$ cat src/rtl/if_fetch.sv
// if_fetch: instruction-fetch front end that builds each 32-bit instruction from four byte reads.
// Optional IF_FETCH_ALIGN_CHECK_EN: word-align redirect targets and raise a sticky misalign flag.
module if_fetch #(
    parameter logic [31:0] RESET_PC = 32'h0000_0000,
    parameter logic [31:0] NOP_INST = 32'h0000_0013
) (
    input  logic        clk,
    input  logic        rst,
    input  logic [5:0]  stall,
    input  logic        branch_flag,
    input  logic [31:0] branch_target,
    output logic        req_if,
    output logic        mem_rd,
    output logic [31:0] mem_addr,
    input  logic [7:0]  mem_rdata,
    output logic [31:0] inst,
    output logic [31:0] inst_pc,
    output logic        inst_valid,
    output logic        misalign
);

    typedef enum logic [0:0] {ST_FETCH = 1'b0, ST_HOLD = 1'b1} state_t;

    state_t      state_r;
    state_t      state_next_s;
    logic [2:0]  cnt_r;
    logic [2:0]  cnt_next_s;
    logic [31:0] pc_r;
    logic [31:0] pc_next_s;
    logic [31:0] buf_r;
    logic [31:0] buf_next_s;
    logic [31:0] target_pc_s;
    logic        redirect_s;
    logic        unused_stall_s;

    // A branch only takes effect in the cycle ID actually advances.
    assign redirect_s     = branch_flag & ~stall[2];
    assign unused_stall_s = ^{stall[5:3], stall[0]};

`ifdef IF_FETCH_ALIGN_CHECK_EN
    logic misalign_r;

    assign target_pc_s = {branch_target[31:2], 2'b00};

    // Sticky flag for a redirect to a non-word-aligned target.
    always_ff @(posedge clk) begin
        if (rst) begin
            misalign_r <= 1'b0;
        end else if (redirect_s && (branch_target[1:0] != 2'b00)) begin
            misalign_r <= 1'b1;
        end else begin
            misalign_r <= misalign_r;
        end
    end

    assign misalign = misalign_r;
`else
    assign target_pc_s = branch_target;
    assign misalign    = 1'b0;
`endif

    // State register: pc, fetch FSM, byte counter and assembly buffer.
    always_ff @(posedge clk) begin
        if (rst) begin
            state_r <= ST_FETCH;
            cnt_r   <= 3'd0;
            pc_r    <= RESET_PC;
            buf_r   <= 32'h0000_0000;
        end else begin
            state_r <= state_next_s;
            cnt_r   <= cnt_next_s;
            pc_r    <= pc_next_s;
            buf_r   <= buf_next_s;
        end
    end

    // Next-state logic: byte capture lags the request by one cycle, redirect overrides all.
    always_comb begin
        state_next_s = state_r;
        cnt_next_s   = cnt_r;
        pc_next_s    = pc_r;
        buf_next_s   = buf_r;
        case (state_r)
            ST_FETCH: begin
                case (cnt_r)
                    3'd1:    buf_next_s[7:0]   = mem_rdata;
                    3'd2:    buf_next_s[15:8]  = mem_rdata;
                    3'd3:    buf_next_s[23:16] = mem_rdata;
                    3'd4:    buf_next_s[31:24] = mem_rdata;
                    default: buf_next_s        = buf_r;
                endcase
                if (cnt_r >= 3'd4) begin
                    state_next_s = ST_HOLD;
                    cnt_next_s   = 3'd0;
                end else begin
                    cnt_next_s = cnt_r + 3'd1;
                end
            end
            ST_HOLD: begin
                if (!stall[1]) begin
                    pc_next_s    = pc_r + 32'd4;
                    state_next_s = ST_FETCH;
                    cnt_next_s   = 3'd0;
                end else begin
                    state_next_s = ST_HOLD;
                end
            end
            default: begin
                state_next_s = ST_FETCH;
                cnt_next_s   = 3'd0;
            end
        endcase
        if (redirect_s) begin
            pc_next_s    = target_pc_s;
            state_next_s = ST_FETCH;
            cnt_next_s   = 3'd0;
        end else begin
            pc_next_s = pc_next_s;
        end
    end

    // Outputs: req_if decodes registers only; a redirect in HOLD squashes the held word.
    always_comb begin
        req_if     = (state_r == ST_FETCH);
        mem_rd     = (state_r == ST_FETCH) && (cnt_r < 3'd4);
        mem_addr   = pc_r + {29'd0, cnt_r};
        inst_pc    = pc_r;
        inst       = NOP_INST;
        inst_valid = 1'b0;
        if ((state_r == ST_HOLD) && !redirect_s) begin
            inst       = buf_r;
            inst_valid = 1'b1;
        end else begin
            inst       = NOP_INST;
            inst_valid = 1'b0;
        end
    end

endmodule

$ cat config.mk
export PLATFORM = sky130hd
export DESIGN_NAME = if_fetch
export DESIGN_NICKNAME = d
export VERILOG_FILES = /design/src/rtl/if_fetch.sv
export SDC_FILE = /design/constraint.sdc
export NUM_CORES = 1
export LEC_CHECK = 0
export ABC_AREA = 1
export CAP_MARGIN = 25
export CORE_AREA = 10 10 159 87
export DETAILED_ROUTE_END_ITERATION = 6
export DIE_AREA = 0 0 169 97
export PLACE_DENSITY = 0.8
export SETUP_SLACK_MARGIN = 0.3
export SLEW_MARGIN = 10
export SYNTH_ARGS = -nofsm -noshare
export SYNTH_HDL_FRONTEND = slang
export SYNTH_SLANG_ARGS = --single-unit
export TNS_END_PERCENT = 30
$ cat constraint.sdc
create_clock -name clk -period 2.65 [get_ports clk]
set_clock_uncertainty 0.05 [all_clocks]
set_input_delay 0.795 -clock clk [delete_from_list [all_inputs] [get_ports clk]]
set_output_delay 0.795 -clock clk [all_outputs]
set_load 0.03 [all_outputs]
==> metrics.csv <==
metric,value,unit
"Clk Latency, worst-skew pair",0.34,ns
clock sink count,68,
n_diodes,0,
DRC Markers,0,
clock network power share,38.8,%
switching part of the total,31.3,%
IO Count,149,
NetSw,958,uW
"non-filler cells, final",1034,
vias after detailed routing,5361,
post-layout min period,3.13,ns
period utilization,118,%
Die Ht,97,um
synthesis-stage register bit count,68,
Initial DRC Count,439,
post-route ant nets,0,
critical path class,reg2out,
global placement routability congestion,0.922,
Post-synth EDFFs,0,
DIE AREA,16400,sq um
final layout net count,943,
Fin Hold WS,0.451,ns
achievable clock frequency,320,MHz
cells after synthesis,677,
status,finished with violations,
P_int,2100,uW
Synth Warn #,0,
met3 wire length,1570,um
WL/cell,16.8,um
register area share after synthesis,31.3,%
clk root buf,clkbuf_16,
num rows,27,
CTS buffer count,9,
VDD IR-drop max,0.245,mV
WL met1,6460,um
Highest Signal Layer,met4,
worst hold path cell count,2,
Startpoint Class,register,
grt ovf,0,
CTS tree,yes,
Critical Path RT,1.81,ns
"Area growth, synth to finish",78.8,%
reg-to-reg critical path startpoint,inst_pc[2],
clock buffer depth,2,
global-route wire length before repair,26200,um
worst reg-to-reg setup slack,0.77,ns
gr usage total,19.3,%
DP Cell Count,1005,
Port Buffers,143,
Initial Utilization,39.8,%
combinational share of power,24.0,%
"Cell Area, Synth",4350,sq um
largest net degree at the start of global routing,57,
synth unique cells,35,
Crit Path Max Fanout,6,
Post-DP HPWL,12100,um
CORE AREA,10900,sq um
Hold EP,inst_pc[31],
Finished Core Util,71.2,%
reg2reg path depth,11,
leakage power,0.00352,uW
fillcell total,771,
Pwr per Cell Area,393,nW/um^2
RSZ-0062 raised after global routing,yes,
Final Total Pwr,3060,uW
HP Class,reg2reg,
clock-pin slew on the worst setup and hold paths,0.06,ns
Worst Tran Pin Value,0.572,ns
final WL,17300,um
Final Hold Fails,0,
TritonRoute pass-1 iters,6,
vias per cell,5.18,
Worst Setup End Kind,output port,
Die X,169,um
asr flop ratio synth,0,%
fraction of layout cells with a size suffix above 1,32.8,%
Final Max Tran Viols,0,
Rel. slew slack,61.8,%
vias in the first global route,5147,
HP Start,inst_pc[31],
MaxCap Viol Count,0,
initial antenna violation count,0,
H-Tree Depth,3,
worst r2r dst,inst_pc[28],
syn_nets,736,
Sequential Power Share,37.2,%
Met2 Routed Length,8820,um
failing checks,negative setup slack,
syn avg cell area,6.42,sq um
"worst slack, placed",-0.473,ns
Worst Path Arrival,2.28,ns
setup ws final,-0.478,ns
ys flop type,dfxtp_1,
Final Setup Violations,39,
## cell usage after synthesis, types with 2 or more instances
master,n,area (sq um)
a211oi_1,4,30.0
a21oi_1,50,250
a311oi_1,2,17.5
a31oi_1,6,37.5
buf_1,2,7.51
buf_2,10,50.1
clkbuf_1,16,60.1
dfxtp_1,68,1360
ha_1,9,113
inv_1,88,330
inv_2,2,7.51
nand2_1,157,589
nand2_2,5,31.3
nand2_4,2,22.5
nand3_1,39,195
nand3_2,3,30.0
nand4_1,3,18.8
nor2_1,84,315
nor2_2,10,62.6
nor2_4,7,78.8
nor2_8,2,40.0
nor3_1,7,35.0
o21ai_0,59,295
or2_2,3,18.8
xor2_1,29,254
## per-layer routing
layer | track usage, % | up-vias
met5 | 0 | -
met4 | 6.03 | 0
met3 | 5.32 | 50
met2 | 33.4 | 277
met1 | 22.6 | 2484
li1 | - | 2550
## repair_timing
action	4_1_cts	5_1_grt
setup endpoints to repair	118	91
buffers inserted	3	8
gates cloned	2	0
pin swaps	12	18
hold buffers	0	0
gates resized for setup	95	77
## worst max-delay path, stage by stage (launching register included)
cell     delay (ns)
dfxtp_4        0.36
ha_4           0.14
fa_2           0.19
nand2_1        0.07
nand2_2        0.08
nand4_1        0.22
nor2_4         0.30
buf_6          0.14
nand2_1        0.07
xor2_2         0.22
buf_12         0.14
## power groups by stage
stage	combinational (uW)	clock (uW)	sequential, uW
floorplan	319	0	1210
global placement	680	0	1150
detailed placement	693	0	1150
CTS	717	1200	1130
global route	788	1250	1140
finish	734	1180	1140
## area by class of cell
| class | count | area [sq um] | share of cell area [%] |
|---|---|---|---|
| clock buffer | 10 | 250 | 3.22 |
| inverter | 90 | 355 | 4.57 |
| multi-input combinational | 490 | 3200 | 41.2 |
| sequential | 68 | 1380 | 17.8 |
| timing repair inverter | 1 | 7.51 | 0.0966 |
| tap | 145 | 181 | 2.33 |
| timing repair buffer | 224 | 2350 | 30.3 |
| clock inverter | 6 | 46.3 | 0.596 |
## cell usage in the layout, fill, tap and decap left out, types with 4 or more instances in the layout
cell and count:
buf_4 78, nand2_2 8, nor2_2 13, nand3_2 4, nand2_4 6, nand2_1 148, o21ai_0 59, dfxtp_1 58
inv_1 85, clkdlybuf4s50_1 51, clkbuf_16 11, a21oi_1 50, dfxtp_2 7, ha_1 6, a211oi_1 4, xor2_1 9
xor2_4 4, nand3_1 35, nor2_1 43, xor2_2 16, buf_12 14, buf_6 52, a31oi_1 6, dlymetal6s2s_1 25
nor2_4 45, nor3_1 6
## how the worst max path moves through the flow
stage,from,end,cells past startpoint
floorplan,inst_pc[0],mem_addr[24],9
global placement,stall[2],inst[1],8
detailed placement,stall[2],inst[1],8
CTS,cnt_r[0],mem_addr[24],10
global route,cnt_r[0],mem_addr[12],10
finish,cnt_r[0],mem_addr[12],10
## metrics by stage
| stage | setup TNS, ns | cell area (sq um) |
|---|---|---|
| global route | -11.61 | 7770 |
| global placement | -17.17 | 6750 |
| finish | -8.63 | 7770 |
| CTS | -7.03 | 7410 |
| detailed placement | -19.49 | 6750 |
| floorplan | -0.0973 | 4800 |
## cell families (layout without fill, tap and decap cells)
kind of cell / count (synthesis) / count (layout) / share of synthesized area, %
XOR/XNOR: 30 / 30 / 6.04
flip-flops: 68 / 68 / 31.3
AND/OR/NAND/NOR: 323 / 323 / 33.4
adder cells (fa/ha/maj): 10 / 10 / 3.05
AO/OA/AOI/OAI: 126 / 126 / 15.5
buffers and inverters: 119 / 331 / 10.7
other: 1 / 1 / 0.0863
## flip-flops by register name, summed over array words and instances, names as in the netlist
register  flops
inst_pc      32
cnt_r         3
state_r       1
buf_r        32
(Power assumes the default switching activity.)
